**config.mk**
```make
export PLATFORM = sky130hd
export DESIGN_NAME = mips32_mem_arbiter
export DESIGN_NICKNAME = d
export VERILOG_FILES = /design/src/rtl/mips32_mem_arbiter.sv
export SDC_FILE = /design/constraint.sdc
export NUM_CORES = 1
export LEC_CHECK = 0
export BUFFER_PORTS_ARGS = -buffer_cell sky130_fd_sc_hd__buf_2
export CAP_MARGIN = 10
export CORE_ASPECT_RATIO = 1.25
export CORE_MARGIN = 3
export CORE_UTILIZATION = 40
export CTS_CLUSTER_SIZE = 12
export DETAILED_ROUTE_END_ITERATION = 6
export PLACE_DENSITY = 0.85
export SLEW_MARGIN = 20
export SYNTH_ARGS = -nofsm -noshare
export SYNTH_HDL_FRONTEND = slang
export SYNTH_SLANG_ARGS = --single-unit
```
**constraint.sdc**
```tcl
create_clock -name clk -period 1.5 [get_ports clk]
set_clock_uncertainty 0.1 [all_clocks]
set_input_delay 0.075 -clock clk [delete_from_list [all_inputs] [get_ports clk]]
set_output_delay 0.075 -clock clk [all_outputs]
set_load 0.1 [all_outputs]
```
**src/rtl/mips32_mem_arbiter.sv**
```systemverilog
// Single-port memory arbiter shared by the MIPS32 fetch and data stages.
// Data wins conflicts unless fetch has been refused STARVE_MAX times in a row.
module mips32_mem_arbiter #(
    parameter int AW         = 10,
    parameter int DW         = 32,
    parameter int STARVE_MAX = 3
) (
    input  logic          clk,
    input  logic          rst_n,
    input  logic          if_req,
    input  logic [AW-1:0] if_addr,
    output logic          if_gnt,
    output logic          if_rvalid,
    output logic [DW-1:0] if_rdata,
    input  logic          dm_req,
    input  logic          dm_we,
    input  logic [AW-1:0] dm_addr,
    input  logic [DW-1:0] dm_wdata,
    output logic          dm_gnt,
    output logic          dm_rvalid,
    output logic [DW-1:0] dm_rdata,
    output logic          mem_en,
    output logic          mem_we,
    output logic [AW-1:0] mem_addr,
    output logic [DW-1:0] mem_wdata,
    input  logic [DW-1:0] mem_rdata,
    output logic [15:0]   if_stall_cnt
);

    localparam int SW = $clog2(STARVE_MAX + 1) + 1;
    localparam logic [SW-1:0] STARVE_LIM = SW'(STARVE_MAX);

    typedef enum logic {
        DATA_PRI,
        FETCH_PRI
    } pri_state_t;

    pri_state_t    state_q, state_d;
    logic [SW-1:0] starve_q, starve_d;
    logic          rd_if_q, rd_dm_q;
    logic [DW-1:0] if_hold_q, dm_hold_q;
    logic [15:0]   stall_q;

    // Grants are forced low while reset is held so nothing reaches the memory.
    always_comb begin
        if_gnt = 1'b0;
        dm_gnt = 1'b0;
        if (rst_n) begin
            if (if_req && dm_req) begin
                if (state_q == FETCH_PRI) begin
                    if_gnt = 1'b1;
                end else begin
                    dm_gnt = 1'b1;
                end
            end else begin
                if_gnt = if_req;
                dm_gnt = dm_req;
            end
        end
    end

    always_comb begin
        starve_d = '0;
        state_d  = state_q;
        if (if_req && !if_gnt) begin
            starve_d = (starve_q == STARVE_LIM) ? starve_q : starve_q + 1'b1;
        end
        case (state_q)
            DATA_PRI:  if (starve_d == STARVE_LIM) state_d = FETCH_PRI;
            FETCH_PRI: if (if_gnt || !if_req)      state_d = DATA_PRI;
            default:   state_d = DATA_PRI;
        endcase
    end

    always_ff @(posedge clk or negedge rst_n) begin
        if (!rst_n) begin
            state_q  <= DATA_PRI;
            starve_q <= '0;
        end else begin
            state_q  <= state_d;
            starve_q <= starve_d;
        end
    end

    assign mem_en    = if_gnt | dm_gnt;
    assign mem_we    = dm_gnt & dm_we;
    assign mem_addr  = dm_gnt ? dm_addr : (if_gnt ? if_addr : '0);
    assign mem_wdata = mem_we ? dm_wdata : '0;

    // Response ownership is tracked per port; reset drops any in-flight read.
    always_ff @(posedge clk or negedge rst_n) begin
        if (!rst_n) begin
            rd_if_q   <= 1'b0;
            rd_dm_q   <= 1'b0;
            if_hold_q <= '0;
            dm_hold_q <= '0;
        end else begin
            rd_if_q <= if_gnt;
            rd_dm_q <= dm_gnt & ~dm_we;
            if (rd_if_q) if_hold_q <= mem_rdata;
            if (rd_dm_q) dm_hold_q <= mem_rdata;
        end
    end

    assign if_rvalid = rd_if_q;
    assign dm_rvalid = rd_dm_q;
    assign if_rdata  = rd_if_q ? mem_rdata : if_hold_q;
    assign dm_rdata  = rd_dm_q ? mem_rdata : dm_hold_q;

    always_ff @(posedge clk or negedge rst_n) begin
        if (!rst_n) begin
            stall_q <= '0;
        end else if (if_req && !if_gnt && stall_q != 16'hFFFF) begin
            stall_q <= stall_q + 16'd1;
        end
    end

    assign if_stall_cnt = stall_q;

endmodule

```
==> results by group, run 1 <==
STA
  – Post-GRT worst EP: mem_wdata[22]
  – Worst endpoint type: output port

CTS
  – H-tree depth: 3
  – Clk sinks: between 80 and 90
  – Clock buffer depth: 2
  – Root buffer cell: clkbuf_8
  – Cts bufs inserted: 9

Synthesis
  – Avg Inst Size Synth: roughly 13 um^2
  – Synth Area in Adders: less than 1%
  – Simple-Gate Fraction of Synth Area: 13.0%
  – Synth unique cells: 31
  – Synth Net Count: about 380
  – Post-synthesis xor/xnor area fraction: 3.73%
  – Post-synthesis mux area share: between 10% and 20%
  – FFs w/ async S/R, synth: 100%
  – Ys Warns: 0
  – Largest family of logic cells by synthesized area: multiplexers
  – Post-synth EDFFs: 0
  – Main synth FF type: dfrtp_1
  – Post-Syn Area: 3760 um^2
  – Post-synthesis sequential area ratio: about 57%
  – #FFs+latches synth: 86
  – Synth Area in Compound Gates: 3.23%
  – Synthesized instance count: around 280

Placement
  – Routability congestion estimate: between 0.8 and 0.9
  – Post-DP HPWL: between 10000 and 15000 um
  – Placed cell area: ~7500 um^2
  – Placed insts: 640
  – Buffers added on ports: 216

GRT
  – Largest net degree at the start of global routing: 49
  – GRT Overall Usage: between 70 and 80%
  – GRT Residual Overflow: ~150

Floorplanning
  – Row cnt: 38
  – Die Ht: approximately 110 um
  – Initial cell density of the core: 42.3%
  – Die Wd: between 90 and 100 um
  – Boundary Pins: between 200 and 250

Outcome
  – Stage reached: 5_1_grt
  – Tool error: [ERROR GRT-0232] Routing congestion too high. Check the congestion heatmap in the GUI.
  – Status: aborted with a tool error
-- per-stage QoR --
step	util [%]	TNS (ns)	setup WS, ns	hold WS (ns)
after floorplan	-	-32.40	-0.392	-0.321
after global placement	84.3	-6.54	-0.291	-0.0406
after detailed placement	84.3	-9.51	-0.407	-0.0377
after CTS	95.0	-37.77	-0.381	0.0104
-- cell families after synthesis --
group	Yosys count
adder cells (fa/ha/maj)	2
XOR/XNOR	16
multiplexers	66
flip-flops	86
AO/OA/AOI/OAI	15
AND/OR/NAND/NOR	79
buffers and inverters	20
-- cells in the mapped netlist, drive strengths merged (2+ instances only) --
master | number | area [um^2]
a21oi | 2 | 13.8
a22o | 10 | 87.6
and3 | 34 | 213
buf | 8 | 42.5
clkbuf | 10 | 37.5
dfrtp | 86 | 2150
ha | 2 | 25.0
inv | 2 | 7.51
mux2 | 65 | 732
nand2 | 6 | 22.5
nand3 | 4 | 20.0
nand4 | 5 | 37.5
nor2 | 6 | 22.5
nor2b | 3 | 18.8
nor3 | 6 | 30.0
nor3b | 4 | 30.0
nor4 | 7 | 62.6
o21ai | 2 | 13.8
xor2 | 16 | 140
-- what timing repair did --
item                                    in CTS
buffers inserted                            22
hold endpoints to repair                    95
endpoints found under the setup margin     138
gates cloned                                 4
hold buffers                                33
resized for setup                           32
pin swaps                                   16
-- routing by layer --
layer | GRT overflow | track usage, %
met5 | 0 | 3.92
met3 | 2 | 51.2
met4 | 67 | 86.9
met2 | 80 | 95.7
met1 | 0 | 70.2
==> run 2: changes to the inputs <==
- CORE_ASPECT_RATIO: 1.25 -> default
- CTS_CLUSTER_SIZE: 12 -> default
- PLACE_DENSITY: 0.85 -> default
- PLACE_DENSITY_LB_ADDON: default -> 0.15
- clock period: 1.5 -> 2 ns (I/O delays scaled with it)
==> results by group, run 2 <==
Critical path
  – Worst R2R End: if_stall_cnt[11]$_DFFE_PN0P_
  – Worst Setup Start Kind: flop
  – WP data arrival: 1.69 ns
  – Crit Path Max Fanout: 31
  – Crit path capture type: output port
  – Worst reg-to-reg path cell count: 6
  – R2r startpoint: if_stall_cnt[0]$_DFFE_PN0P_
  – Reg2reg setup slack: between 0.1 and 0.15 ns
  – Crit Path Class: flop to output port
  – WP data required: between 1.5 and 2 ns

Synthesis
  – Main synth FF type: dfrtp_1 (unchanged)
  – Most common cell in the netlist: dfrtp_1 (unchanged)
  – Post-synth EDFFs: 0 (unchanged)
  – Synth Net Count: 375 (unchanged)
  – Top cells by area, synth: dfrtp_1 57%, mux2_2 19%, and3_1 5.7%, xor2_1 3.7%, a22o_1 2.3% (unchanged)
  – Avg Inst Size Synth: 13.2 um^2 (unchanged)
  – Synth unique cells: 31 (unchanged)
  – Ys Warns: 0 (unchanged)
  – Post-Syn Area: 3760 um^2 (unchanged)
  – Synthesized instance count: 284 (unchanged)
  – Synth area leader: dfrtp_1 (unchanged)
  – Most frequent cells after synthesis: 86 x dfrtp_1, 64 x mux2_2, 34 x and3_1 (unchanged)
  – Post-synthesis sequential area ratio: 57.3% (unchanged)
  – Post-synth top area share: 57.3% (unchanged)
  – #FFs+latches synth: 86 (unchanged)
  – FFs w/ async S/R, synth: 100% (unchanged)

Drt
  – DR iter-0 viols: roughly 90
  – Drt wl/cell: approximately 18 um
  – Vias per inst: 4.96
  – Final WL: between 10000 and 15000 um
  – Drt drc: 0
  – Final ANT Viol Nets: 0
  – Vias: roughly 3200
  – Router iterations before antenna repair: 4

Floorplanning
  – Die Ht: 103 um (was 114 um)
  – Row cnt: 34 (was 38)
  – Die Wd: 103 um (was 92.7 um)
  – Boundary Pins: 217 (unchanged)
  – Core area: ~8900 um^2
  – Initial cell density of the core: 42.1% (was 42.3%)
  – Die footprint: about 11000 um^2

STA
  – RSZ-0062 raised after global routing: false
  – Min Clock Period, post-route: 1.89 ns
  – Final hold violations: 0
  – Final setup viols: 0
  – Slew margin rel.: approximately 64%
  – Tcrit/Tclk final: between 90% and 100%
  – Final Max Slew Viols: 0
  – Worst-Margin Slew: roughly 0.54 ns
  – FMAX: 530 MHz
  – Final setup TNS: 0 ns

CTS
  – Root buffer cell: clkbuf_8 (unchanged)
  – Clk sinks: 86 (unchanged)
  – Cts bufs inserted: 9 (unchanged)
  – H-tree depth: 3 (unchanged)
  – Clock buffer depth: 2 (unchanged)
  – Clk slew on worst S/H paths: around 0.08 ns
  – Worst-skew pair later-pin latency: between 0.3 and 0.4 ns
  – CTS tree: built
  – Post-CTS setup buffers: 0 (was 22)

GRT
  – Met2 usage: between 30% and 40%
  – Met1 usage: approximately a quarter
  – GRT Max-Usage Layer: met2
  – Vias in the first global route: around 3300
  – Met3 usage: under 10%
  – First-pass GRT wire length: between 15000 and 20000 um
  – Initial antenna violation count: 0
  – GRT Residual Overflow: 0
  – GRT Overall Usage: about a fifth
  – Largest net degree at the start of global routing: 46

Placement
  – Post-DP HPWL: 8720 um (was 11100 um)
  – Routability congestion estimate: 0.843 (was 0.831)
  – Placed cell area: 5900 um^2 (was 7490 um^2)
  – Buffers added on ports: 216 (unchanged)

Min path
  – Min-Delay Endpoint: dm_rvalid$_DFF_PN0_
  – Hold depth: 2
  – Min-delay worst type: input port to flop
  – Min-delay src: dm_we

Final layout
  – Fillers: around 630
  – Util after Layout: between 70% and 80%
  – Share of layout cells above drive strength 1: a little under two thirds
  – Layout Cell Area excl Fill: ~6400 um^2
  – Layout Nets: about 630
  – Most frequent cells in the layout: 158 x buf_2, 68 x dfrtp_1, 64 x mux2_2, 60 x buf_12, 35 x dlygate4sd3_1
  – Synth-to-Final Area Change: 70.9%
  – N_diodes: 0
  – Most common cell after layout, fill and taps aside: buf_2

Outcome
  – Status: finished, final reports clean (was aborted with a tool error)

Power
  – Leakage power: approximately 3.1 nW
  – Maximum VDD drop: 0.963 mV
  – Power density over the cells: 1260 nW/um^2

Run
  – Max cap viols: 0
[run 2: cell counts after synthesis]
No cell type changed its count.
[run 2: stage by stage]
| step | total power, mW | setup slack (ns) | hold WS [ns] | instances |
|---|---|---|---|---|
| 3_3_place_gp | 6.96 | 0.257 | -0.178 | 598 |
| 3_5_place_dp | 7.02 | 0.0735 | -0.180 | 598 |
| 5_1_grt | 8.38 | 0.0244 | 0.130 | 649 |
| 6_report | 8.10 | 0.113 | 0.109 | 649 |
| 2_1_floorplan | 5.99 | 0.00167 | -0.296 | 284 |
| 4_1_cts | 8.16 | 0.0866 | 0.0929 | 649 |
[run 2: layout make-up]
cell class	count	area (um^2)	share of cell area [%]
Sequential cell	86	2180	33.9
Clock inverter	6	46.3	0.721
Timing Repair Buffer	259	2390	37.2
Tap cell	108	135	2.10
Clock buffer	10	128	1.99
Multi-Input combinational cell	178	1540	24.0
Inverter	2	7.51	0.117
[run 2: how the worst max path moves through the flow]
stage                                         endpoint  cells after the start  slack (ns)                   startpoint
after floorplan                dm_hold_q[10]$_DFF_PN0_                      3       0.002          dm_rvalid$_DFF_PN0_
after global placement     if_stall_cnt[6]$_DFFE_PN0P_                      6        0.26  if_stall_cnt[0]$_DFFE_PN0P_
after detailed placement  if_stall_cnt[11]$_DFFE_PN0P_                      6        0.07  if_stall_cnt[0]$_DFFE_PN0P_
after CTS                 if_stall_cnt[11]$_DFFE_PN0P_                      6        0.09  if_stall_cnt[0]$_DFFE_PN0P_
after global routing                       mem_addr[9]                      5        0.02            state_q$_DFF_PN0_
final                                     dm_rdata[14]                      3        0.11          dm_rvalid$_DFF_PN0_
[run 2: cells by family after synthesis]
| kind of cell | after synthesis | synth area share (%) |
|---|---|---|
| DFF | 86 | 57.3 |
| adders and majority gates | 2 | 0.666 |
| and+or+nand+nor | 79 | 13.0 |
| buffers and inverters | 20 | 2.33 |
| AOI/OAI and AO/OA | 15 | 3.23 |
| xor gates and xnor gates | 16 | 3.73 |
| muxes | 66 | 19.7 |
[run 2: layer usage]
layer / vias to the layer above / routed length, um
li1: 1521 / -
met1: 1541 / 4350
met2: 147 / 6150
met3: 12 / 948
met4: 0 / 135
met5: - / 0
[run 2: timing repair]
| item | 4_1_cts | 5_1_grt |
|---|---|---|
| setup endpoints to repair | 0 | 0 |
| hold endpoints to repair | 153 | 0 |
| resized for setup | 0 | 0 |
| hold buffers | 35 | 0 |
[run 2: critical path, cell delays in order (launching register included)]
cell and delay [ns]:
dfrtp_2 0.43, buf_12 0.23, mux2_2 0.38, buf_2 0.30
[run 2: power breakdown]
group	switching [mW]	internal [mW]	leakage [nW]
combinational	3.67	1.02	1.99
clock	0.625	0.458	0.0829
sequential	0.202	2.13	1.01
total	4.49	3.61	3.09
Power figures use the tool's default switching activity.
